==> src/rtl/ctrl_pkg.sv <==
// Shared types and encodings for the multi-cycle RISC-V controller.
// Optional feature macro: ILLEGAL_TRAP_EN adds the TRAP state.
package ctrl_pkg;

  localparam int unsigned STATE_W  = 4;
  localparam int unsigned OP_W     = 7;
  localparam int unsigned SEL_W    = 2;
  localparam int unsigned IMM_W    = 3;

  typedef enum logic [STATE_W-1:0] {
    S_FETCH    = 4'd0,
    S_DECODE   = 4'd1,
    S_MEMADR   = 4'd2,
    S_MEMREAD  = 4'd3,
    S_MEMWB    = 4'd4,
    S_MEMWRITE = 4'd5,
    S_EXEC_R   = 4'd6,
    S_EXEC_I   = 4'd7,
    S_ALUWB    = 4'd8,
    S_BEQ      = 4'd9,
    S_JAL      = 4'd10,
    S_JALR     = 4'd11,
    S_JALR_WB  = 4'd12,
    S_LUI      = 4'd13
`ifdef ILLEGAL_TRAP_EN
    ,
    S_TRAP     = 4'd14
`endif
  } state_e;

  localparam logic [OP_W-1:0] OP_LOAD   = 7'b0000011;
  localparam logic [OP_W-1:0] OP_STORE  = 7'b0100011;
  localparam logic [OP_W-1:0] OP_RTYPE  = 7'b0110011;
  localparam logic [OP_W-1:0] OP_ITYPE  = 7'b0010011;
  localparam logic [OP_W-1:0] OP_BRANCH = 7'b1100011;
  localparam logic [OP_W-1:0] OP_JAL    = 7'b1101111;
  localparam logic [OP_W-1:0] OP_JALR   = 7'b1100111;
  localparam logic [OP_W-1:0] OP_LUI    = 7'b0110111;

  localparam logic [SEL_W-1:0] ALU_A_PC    = 2'b00;
  localparam logic [SEL_W-1:0] ALU_A_OLDPC = 2'b01;
  localparam logic [SEL_W-1:0] ALU_A_RS1   = 2'b10;
  localparam logic [SEL_W-1:0] ALU_A_ZERO  = 2'b11;

  localparam logic [SEL_W-1:0] ALU_B_RS2   = 2'b00;
  localparam logic [SEL_W-1:0] ALU_B_IMM   = 2'b01;
  localparam logic [SEL_W-1:0] ALU_B_FOUR  = 2'b10;

  localparam logic [SEL_W-1:0] RES_ALUOUT  = 2'b00;
  localparam logic [SEL_W-1:0] RES_MEM     = 2'b01;
  localparam logic [SEL_W-1:0] RES_ALU     = 2'b10;

  localparam logic [SEL_W-1:0] ALUOP_ADD   = 2'b00;
  localparam logic [SEL_W-1:0] ALUOP_SUB   = 2'b01;
  localparam logic [SEL_W-1:0] ALUOP_FUNCT = 2'b10;

  localparam logic [IMM_W-1:0] IMM_I = 3'b000;
  localparam logic [IMM_W-1:0] IMM_S = 3'b001;
  localparam logic [IMM_W-1:0] IMM_B = 3'b010;
  localparam logic [IMM_W-1:0] IMM_U = 3'b100;

  // States that stall on the memory handshake
  function automatic logic is_wait_state(input state_e s);
    return (s == S_FETCH) || (s == S_MEMREAD) || (s == S_MEMWRITE);
  endfunction

endpackage

==> src/rtl/multicycle_ctrl_if.sv <==
// Controller <-> datapath/memory signal bundle.
interface multicycle_ctrl_if;
  import ctrl_pkg::*;

  logic [OP_W-1:0]    op_i;
  logic               zero_i;
  logic               mem_ready_i;
  logic               pc_write_o;
  logic               ir_write_o;
  logic               reg_write_o;
  logic               mem_read_o;
  logic               mem_write_o;
  logic               adr_src_o;
  logic [SEL_W-1:0]   alu_src_a_o;
  logic [SEL_W-1:0]   alu_src_b_o;
  logic [SEL_W-1:0]   alu_op_o;
  logic [IMM_W-1:0]   imm_src_o;
  logic [SEL_W-1:0]   result_src_o;
  logic [STATE_W-1:0] state_o;
  logic               illegal_o;
  logic               mem_err_o;

  // Controller side
  modport master (
    input  op_i, zero_i, mem_ready_i,
    output pc_write_o, ir_write_o, reg_write_o, mem_read_o, mem_write_o,
           adr_src_o, alu_src_a_o, alu_src_b_o, alu_op_o, imm_src_o,
           result_src_o, state_o, illegal_o, mem_err_o
  );

  // Datapath / memory side
  modport slave (
    output op_i, zero_i, mem_ready_i,
    input  pc_write_o, ir_write_o, reg_write_o, mem_read_o, mem_write_o,
           adr_src_o, alu_src_a_o, alu_src_b_o, alu_op_o, imm_src_o,
           result_src_o, state_o, illegal_o, mem_err_o
  );
endinterface

==> src/rtl/mc_wait_timer.sv <==
// Saturating memory-wait counter; flag_o is high while the count sits at WAIT_MAX.
// WAIT_MAX is expected to be at least 1.
module mc_wait_timer #(
  parameter int unsigned WAIT_MAX = 15
) (
  input  logic clk_i,
  input  logic rst_ni,
  input  logic clr_i,
  input  logic en_i,
  output logic flag_o
);

  localparam int unsigned CNT_W = (WAIT_MAX <= 1) ? 1 : $clog2(WAIT_MAX + 1);
  localparam logic [CNT_W-1:0] CNT_MAX = CNT_W'(WAIT_MAX);

  logic [CNT_W-1:0] cnt_q;

  // Count held cycles, clear on request, stop at the limit
  always_ff @(posedge clk_i) begin
    if (!rst_ni) begin
      cnt_q <= '0;
    end else if (clr_i) begin
      cnt_q <= '0;
    end else if (en_i && (cnt_q != CNT_MAX)) begin
      cnt_q <= cnt_q + CNT_W'(1);
    end
  end

  assign flag_o = (cnt_q == CNT_MAX);

endmodule

==> src/rtl/multicycle_ctrl.sv <==
// Multi-cycle RISC-V control FSM (FETCH/DECODE/execute/writeback).
// Define ILLEGAL_TRAP_EN to park unknown opcodes in a TRAP state.
module multicycle_ctrl
  import ctrl_pkg::*;
#(
  parameter int unsigned WAIT_MAX = 15
) (
  input  logic                 clk_i,
  input  logic                 rst_ni,
  multicycle_ctrl_if.master    bus
);

  state_e state_q, state_d;
  logic   wait_flag;
  logic   err_q;

  // State register
  always_ff @(posedge clk_i) begin
    if (!rst_ni) state_q <= S_FETCH;
    else         state_q <= state_d;
  end

  // Next-state logic
  always_comb begin
    state_d = state_q;
    case (state_q)
      S_FETCH:    if (bus.mem_ready_i) state_d = S_DECODE;
      S_DECODE: begin
        case (bus.op_i)
          OP_LOAD, OP_STORE: state_d = S_MEMADR;
          OP_RTYPE:          state_d = S_EXEC_R;
          OP_ITYPE:          state_d = S_EXEC_I;
          OP_BRANCH:         state_d = S_BEQ;
          OP_JAL:            state_d = S_JAL;
          OP_JALR:           state_d = S_JALR;
          OP_LUI:            state_d = S_LUI;
`ifdef ILLEGAL_TRAP_EN
          default:           state_d = S_TRAP;
`else
          default:           state_d = S_EXEC_R;
`endif
        endcase
      end
      S_MEMADR:   state_d = (bus.op_i == OP_LOAD) ? S_MEMREAD : S_MEMWRITE;
      S_MEMREAD:  if (bus.mem_ready_i) state_d = S_MEMWB;
      S_MEMWB:    state_d = S_FETCH;
      S_MEMWRITE: if (bus.mem_ready_i) state_d = S_FETCH;
      S_EXEC_R,
      S_EXEC_I,
      S_LUI,
      S_JAL:      state_d = S_ALUWB;
      S_ALUWB:    state_d = S_FETCH;
      S_BEQ:      state_d = S_FETCH;
      S_JALR:     state_d = S_JALR_WB;
      S_JALR_WB:  state_d = S_FETCH;
`ifdef ILLEGAL_TRAP_EN
      S_TRAP:     state_d = S_TRAP;
`endif
      default:    state_d = S_FETCH;
    endcase
  end

  // Datapath control decode from the current state
  always_comb begin
    bus.pc_write_o   = 1'b0;
    bus.ir_write_o   = 1'b0;
    bus.reg_write_o  = 1'b0;
    bus.mem_read_o   = 1'b0;
    bus.mem_write_o  = 1'b0;
    bus.adr_src_o    = 1'b0;
    bus.alu_src_a_o  = ALU_A_PC;
    bus.alu_src_b_o  = ALU_B_RS2;
    bus.alu_op_o     = ALUOP_ADD;
    bus.imm_src_o    = IMM_I;
    bus.result_src_o = RES_ALUOUT;
    case (state_q)
      S_FETCH: begin
        bus.mem_read_o   = 1'b1;
        bus.alu_src_a_o  = ALU_A_PC;
        bus.alu_src_b_o  = ALU_B_FOUR;
        bus.result_src_o = RES_ALU;
        bus.ir_write_o   = bus.mem_ready_i;
        bus.pc_write_o   = bus.mem_ready_i;
      end
      S_DECODE: begin
        bus.alu_src_a_o = ALU_A_OLDPC;
        bus.alu_src_b_o = ALU_B_IMM;
        bus.imm_src_o   = IMM_B;
      end
      S_MEMADR: begin
        bus.alu_src_a_o = ALU_A_RS1;
        bus.alu_src_b_o = ALU_B_IMM;
        bus.imm_src_o   = (bus.op_i == OP_LOAD) ? IMM_I : IMM_S;
      end
      S_MEMREAD: begin
        bus.mem_read_o = 1'b1;
        bus.adr_src_o  = 1'b1;
      end
      S_MEMWB: begin
        bus.result_src_o = RES_MEM;
        bus.reg_write_o  = 1'b1;
      end
      S_MEMWRITE: begin
        bus.mem_write_o = 1'b1;
        bus.adr_src_o   = 1'b1;
      end
      S_EXEC_R: begin
        bus.alu_src_a_o = ALU_A_RS1;
        bus.alu_src_b_o = ALU_B_RS2;
        bus.alu_op_o    = ALUOP_FUNCT;
      end
      S_EXEC_I: begin
        bus.alu_src_a_o = ALU_A_RS1;
        bus.alu_src_b_o = ALU_B_IMM;
        bus.imm_src_o   = IMM_I;
        bus.alu_op_o    = ALUOP_FUNCT;
      end
      S_LUI: begin
        bus.alu_src_a_o = ALU_A_ZERO;
        bus.alu_src_b_o = ALU_B_IMM;
        bus.imm_src_o   = IMM_U;
      end
      S_ALUWB: begin
        bus.result_src_o = RES_ALUOUT;
        bus.reg_write_o  = 1'b1;
      end
      S_BEQ: begin
        bus.alu_src_a_o = ALU_A_RS1;
        bus.alu_src_b_o = ALU_B_RS2;
        bus.alu_op_o    = ALUOP_SUB;
        bus.pc_write_o  = bus.zero_i;
      end
      S_JAL: begin
        bus.alu_src_a_o = ALU_A_OLDPC;
        bus.alu_src_b_o = ALU_B_FOUR;
        bus.pc_write_o  = 1'b1;
      end
      S_JALR: begin
        bus.alu_src_a_o  = ALU_A_RS1;
        bus.alu_src_b_o  = ALU_B_IMM;
        bus.imm_src_o    = IMM_I;
        bus.result_src_o = RES_ALU;
        bus.pc_write_o   = 1'b1;
      end
      S_JALR_WB: begin
        bus.alu_src_a_o  = ALU_A_OLDPC;
        bus.alu_src_b_o  = ALU_B_FOUR;
        bus.result_src_o = RES_ALU;
        bus.reg_write_o  = 1'b1;
      end
      default: ;
    endcase
  end

  // Wait timer restarts on every state change and counts stalled cycles
  mc_wait_timer #(
    .WAIT_MAX (WAIT_MAX)
  ) u_wait_timer (
    .clk_i  (clk_i),
    .rst_ni (rst_ni),
    .clr_i  (state_d != state_q),
    .en_i   (is_wait_state(state_q) && !bus.mem_ready_i),
    .flag_o (wait_flag)
  );

  // Sticky memory-timeout record, cleared only by reset
  always_ff @(posedge clk_i) begin
    if (!rst_ni)        err_q <= 1'b0;
    else if (wait_flag) err_q <= 1'b1;
  end

  assign bus.mem_err_o = err_q | wait_flag;
  assign bus.state_o   = state_q;

`ifdef ILLEGAL_TRAP_EN
  assign bus.illegal_o = (state_q == S_TRAP);
`else
  assign bus.illegal_o = 1'b0;
`endif

endmodule
==> src/flat_wrapper.sv <==
// flat-port wrapper written by rule: the top's interface ports become plain ports
module multicycle_ctrl_flat import ctrl_pkg::*;
#(
  parameter int unsigned WAIT_MAX = 15
)
  (clk_i, rst_ni, bus_op_i, bus_zero_i, bus_mem_ready_i, bus_pc_write_o, bus_ir_write_o, bus_reg_write_o, bus_mem_read_o, bus_mem_write_o, bus_adr_src_o, bus_alu_src_a_o, bus_alu_src_b_o, bus_alu_op_o, bus_imm_src_o, bus_result_src_o, bus_state_o, bus_illegal_o, bus_mem_err_o);
  multicycle_ctrl_if bus_i ();
  input  logic clk_i;
  input  logic rst_ni;
  input wire logic [$bits(bus_i.op_i)-1:0] bus_op_i;
  input wire logic [$bits(bus_i.zero_i)-1:0] bus_zero_i;
  input wire logic [$bits(bus_i.mem_ready_i)-1:0] bus_mem_ready_i;
  output wire logic [$bits(bus_i.pc_write_o)-1:0] bus_pc_write_o;
  output wire logic [$bits(bus_i.ir_write_o)-1:0] bus_ir_write_o;
  output wire logic [$bits(bus_i.reg_write_o)-1:0] bus_reg_write_o;
  output wire logic [$bits(bus_i.mem_read_o)-1:0] bus_mem_read_o;
  output wire logic [$bits(bus_i.mem_write_o)-1:0] bus_mem_write_o;
  output wire logic [$bits(bus_i.adr_src_o)-1:0] bus_adr_src_o;
  output wire logic [$bits(bus_i.alu_src_a_o)-1:0] bus_alu_src_a_o;
  output wire logic [$bits(bus_i.alu_src_b_o)-1:0] bus_alu_src_b_o;
  output wire logic [$bits(bus_i.alu_op_o)-1:0] bus_alu_op_o;
  output wire logic [$bits(bus_i.imm_src_o)-1:0] bus_imm_src_o;
  output wire logic [$bits(bus_i.result_src_o)-1:0] bus_result_src_o;
  output wire logic [$bits(bus_i.state_o)-1:0] bus_state_o;
  output wire logic [$bits(bus_i.illegal_o)-1:0] bus_illegal_o;
  output wire logic [$bits(bus_i.mem_err_o)-1:0] bus_mem_err_o;
  assign bus_i.op_i = bus_op_i;
  assign bus_i.zero_i = bus_zero_i;
  assign bus_i.mem_ready_i = bus_mem_ready_i;
  assign bus_pc_write_o = bus_i.pc_write_o;
  assign bus_ir_write_o = bus_i.ir_write_o;
  assign bus_reg_write_o = bus_i.reg_write_o;
  assign bus_mem_read_o = bus_i.mem_read_o;
  assign bus_mem_write_o = bus_i.mem_write_o;
  assign bus_adr_src_o = bus_i.adr_src_o;
  assign bus_alu_src_a_o = bus_i.alu_src_a_o;
  assign bus_alu_src_b_o = bus_i.alu_src_b_o;
  assign bus_alu_op_o = bus_i.alu_op_o;
  assign bus_imm_src_o = bus_i.imm_src_o;
  assign bus_result_src_o = bus_i.result_src_o;
  assign bus_state_o = bus_i.state_o;
  assign bus_illegal_o = bus_i.illegal_o;
  assign bus_mem_err_o = bus_i.mem_err_o;
  multicycle_ctrl #(.WAIT_MAX(WAIT_MAX)) u_core (.clk_i(clk_i), .rst_ni(rst_ni), .bus(bus_i));
endmodule
==> config.mk <==
export PLATFORM = sky130hd
export DESIGN_NAME = multicycle_ctrl_flat
export DESIGN_NICKNAME = d
export VERILOG_FILES = /design/src/rtl/ctrl_pkg.sv /design/src/rtl/multicycle_ctrl_if.sv /design/src/rtl/mc_wait_timer.sv /design/src/rtl/multicycle_ctrl.sv /design/src/flat_wrapper.sv
export SDC_FILE = /design/constraint.sdc
export NUM_CORES = 1
export LEC_CHECK = 0
export CORE_MARGIN = 4
export CORE_UTILIZATION = 35
export CTS_BUF_LIST = sky130_fd_sc_hd__clkbuf_16
export DETAILED_ROUTE_END_ITERATION = 7
export GPL_ROUTABILITY_DRIVEN = 0
export GPL_TIMING_DRIVEN = 0
export PLACE_DENSITY = 0.69
export SETUP_SLACK_MARGIN = 0.3
export SLEW_MARGIN = 20
export SYNTH_ARGS = -nofsm -noshare
export SYNTH_HDL_FRONTEND = slang
export SYNTH_HIERARCHICAL = 1
export SYNTH_SLANG_ARGS = --single-unit
==> constraint.sdc <==
create_clock -name clk_i -period 2.16 [get_ports clk_i]
set_input_delay 0.54 -clock clk_i [delete_from_list [all_inputs] [get_ports clk_i]]
set_output_delay 0.54 -clock clk_i [all_outputs]
set_load 0.03 [all_outputs]
==> impl_metrics.env <==
export IMPL_mostFrequentLayoutCells="sky130_fd_sc_hd__buf_4, sky130_fd_sc_hd__buf_6, sky130_fd_sc_hd__buf_2, sky130_fd_sc_hd__nand2_1, sky130_fd_sc_hd__a21oi_1"
export IMPL_postSynthNetCount=143
export IMPL_setup_tns_ps=0
export IMPL_antenna_found_initial=0
export IMPL_synth_seq_cells=9
export IMPL_io_buffers=31
export IMPL_cts_path_max_buffers=2
export IMPL_syn_cell_area_sq_um=881
export IMPL_grt_overflow=0
export IMPL_synth_async_reset_ratio_pct=0
export IMPL_dp_hpwl_microns=2110
export IMPL_finish_net_count=203
export IMPL_worstSetupPathType="reg -> out"
export IMPL_synth_edf_count=0
export IMPL_antenna_violating_nets_remaining=0
export IMPL_setup_worst_path_start_class="register"
export IMPL_hold_viol=0
export IMPL_power_share_combinational_pct=53.5
export IMPL_drv_slew=0
export IMPL_netSwitchingPower_uw=408
export IMPL_result_of_the_run="completed"
export IMPL_place_detailed_instances=190
export IMPL_grt_first_pass_wirelength_microns=5670
export IMPL_wl_met2_microns=1730
export IMPL_setup_violations_final=0
export IMPL_die_area_sq_mm=0.00338
export IMPL_detailedRoute_firstIterationViolations=35
export IMPL_power_switching_share_pct=36.9
export IMPL_grt_max_degree=11
export IMPL_setup_worst_path_end_class="primary output"
export IMPL_worst_skew_pair_late_latency_ps=240
export IMPL_syn_mean_instance_area_sq_um=6.72
export IMPL_met1Wirelength_microns=1390
export IMPL_layout_cells_non_filler=218
export IMPL_placement_cell_area_sq_mm=0.00137
export IMPL_cts_num_sinks=9
export IMPL_synth_cells=131
export IMPL_final_min_period_over_clock_period_pct=91.0
export IMPL_cellInternalPower_uw=697
export IMPL_worst_path_max_fanout=7
export IMPL_core_area_sq_mm=0.00230
export IMPL_share_clk_of_total_power_pct=29.1
export IMPL_class_of_the_tightest_hold_or_removal_check="reg -> reg"
export IMPL_std_cell_rows=17
export IMPL_leak_pwr_nw=0.774
export IMPL_wl_per_cell_microns=15.6
export IMPL_tritoncts="yes"
export IMPL_timing_final_crit_period_ps=1960
export IMPL_fin_worst_skew_ps=2.18
export IMPL_timing_max_cap_violations=0
export IMPL_power_total_mw=1.10
export IMPL_die_x_microns=58.2
export IMPL_yosysSeqAreaShare_pct=20.5
export IMPL_globalRouteTotalUtil_pct=21.3
export IMPL_viasPerCell=5.61
export IMPL_area_growth_pct=110
export IMPL_cts_htree_levels=1
export IMPL_worst_endpoint_data_arrival_time_ps=1420
export IMPL_design_area_sq_mm=0.00185
export IMPL_highest_layer="met4"
export IMPL_route_met3_wl_microns=189
export IMPL_first_pass_iters=4
export IMPL_layout_commonest_cell="sky130_fd_sc_hd__buf_4"
export IMPL_antenna_diode_count=0
export IMPL_ratio_of_cells_with_drive_above_1_in_the_final_layout_pct=55.8
export IMPL_number_of_global_route_vias_before_repair=1226
export IMPL_timing_critical_path_required_ps=1620
export IMPL_leading_register_cell_type_out_of_synthesis="sky130_fd_sc_hd__dfxtp_1"
export IMPL_rsz_0062_raised_after_global_routing="true"
export IMPL_vias=1222
export IMPL_peakVddDrop_uv=506
export IMPL_synth_cell_types=48
export IMPL_cts_root_buffer_cell="sky130_fd_sc_hd__clkbuf_16"
export IMPL_die_y_microns=58.2
export IMPL_max_freq_ghz=0.509
export IMPL_tritoncts_num_buffers=3
export IMPL_synthesis_yosys_warnings=6
export IMPL_clk_transition_reported_paths_ps=40
export IMPL_n_fill_cell=144
export IMPL_remaining_drc_errors=0
export IMPL_postRouteWirelength_microns=3400
export IMPL_floorplan_initialDensity_pct=38.3
export IMPL_p_per_area_mw_per_mm2=598
export IMPL_register_to_register_setup_slack_ps=350
export IMPL_pwr_share_seq_pct=17.4
export IMPL_ios=34
[area by class of cell]
class / instances / area [sq um] / share of cell area (%)
Tap cell: 28 / 35.0 / 1.90
Inverter: 5 / 23.8 / 1.29
Clock inverter: 1 / 3.75 / 0.203
Clock buffer: 3 / 75.1 / 4.06
Buffer: 11 / 193 / 10.4
Timing Repair Buffer: 55 / 453 / 24.5
Sequential cell: 9 / 198 / 10.7
Multi-Input combinational cell: 106 / 867 / 46.9
[logic make-up after synthesis]
family,Yosys count,share of synthesized area (%)
simple gates,62,38.9
compound gates,39,27.6
buf+inv,16,8.24
flops,9,20.5
xor+xnor,3,2.98
fa+ha+maj,1,1.42
other cells,1,0.426
[power groups by stage]
stage          logic (mW)  registers (mW)  clock network, mW
2_1_floorplan       0.291           0.202                  0
3_3_place_gp        0.442           0.191                  0
3_5_place_dp        0.450           0.192                  0
4_1_cts             0.563           0.190              0.327
5_1_grt             0.625           0.194              0.337
6_report            0.591           0.192              0.321
[through the flow]
| step | setup WS (ps) | util, % | hold slack (ps) |
|---|---|---|---|
| after detailed placement | -640 | 59.5 | 498 |
| after CTS | 214 | 78.1 | 511 |
| after global placement | -583 | 59.5 | 482 |
| final | 195 | 80.4 | 512 |
| after floorplan | 235 | - | 467 |
| after global routing | 155 | 80.4 | 546 |
[worst paths after layout]
kind                                        startpoint                                         to  cells after the start
min          u_core/u_wait_timer/cnt_q[1]$_SDFFE_PP0P_  u_core/u_wait_timer/cnt_q[1]$_SDFFE_PP0P_                      2
min reg2reg  u_core/u_wait_timer/cnt_q[1]$_SDFFE_PP0P_  u_core/u_wait_timer/cnt_q[1]$_SDFFE_PP0P_                      2
max                   u_core/bus.state_o[3]$_SDFF_PN0_                         bus_alu_src_a_o[0]                      7
max reg2reg           u_core/bus.state_o[0]$_SDFF_PN0_  u_core/u_wait_timer/cnt_q[3]$_SDFFE_PP0P_                      8
[per-layer routing]
layer | GRT usage [%] | up-vias
li1 | - | 586
met2 | 37.3 | 41
met5 | 0 | -
met1 | 25.3 | 582
met4 | 9.27 | 0
met3 | 3.56 | 13
[registers in the layout, summed over array words and instances, names as in the netlist]
register	cells
u_core/err_q	1
u_core/u_wait_timer/cnt_q	4
u_core/bus.state_o	4
[worst max-delay path, stage by stage (launching register included)]
cell	delay (ps)
sky130_fd_sc_hd__dfxtp_2	320
sky130_fd_sc_hd__buf_8	140
sky130_fd_sc_hd__buf_4	130
sky130_fd_sc_hd__clkbuf_8	140
sky130_fd_sc_hd__nor2_1	150
sky130_fd_sc_hd__a21oi_2	60
sky130_fd_sc_hd__o22ai_2	80
sky130_fd_sc_hd__buf_4	170
[Yosys cell counts (3+ instances only)]
| cell | number | area share (%) |
|---|---|---|
| sky130_fd_sc_hd__nand2_1 | 12 | 5.1 |
| sky130_fd_sc_hd__nor2_1 | 10 | 4.3 |
| sky130_fd_sc_hd__o21ai_0 | 10 | 5.7 |
| sky130_fd_sc_hd__a21oi_1 | 9 | 5.1 |
| sky130_fd_sc_hd__dfxtp_1 | 9 | 20 |
| sky130_fd_sc_hd__nor3_1 | 8 | 4.5 |
| sky130_fd_sc_hd__nand2b_1 | 7 | 5.0 |
| sky130_fd_sc_hd__clkbuf_1 | 6 | 2.6 |
| sky130_fd_sc_hd__and3_1 | 4 | 2.8 |
| sky130_fd_sc_hd__inv_1 | 4 | 1.7 |
| sky130_fd_sc_hd__nand3_1 | 3 | 1.7 |
| sky130_fd_sc_hd__nor2b_1 | 3 | 2.1 |
| sky130_fd_sc_hd__o21ai_1 | 3 | 1.7 |
[timing repair]
item,4_1_cts,5_1_grt
setup endpoints to repair,25,18
cloned,1,0
pin swaps,18,14
hold buffers,0,0
endpoints found under the hold margin,0,0
buffers inserted,19,4
gates resized for setup,177,23
Note: power is estimated with default switching activity, not from simulation.
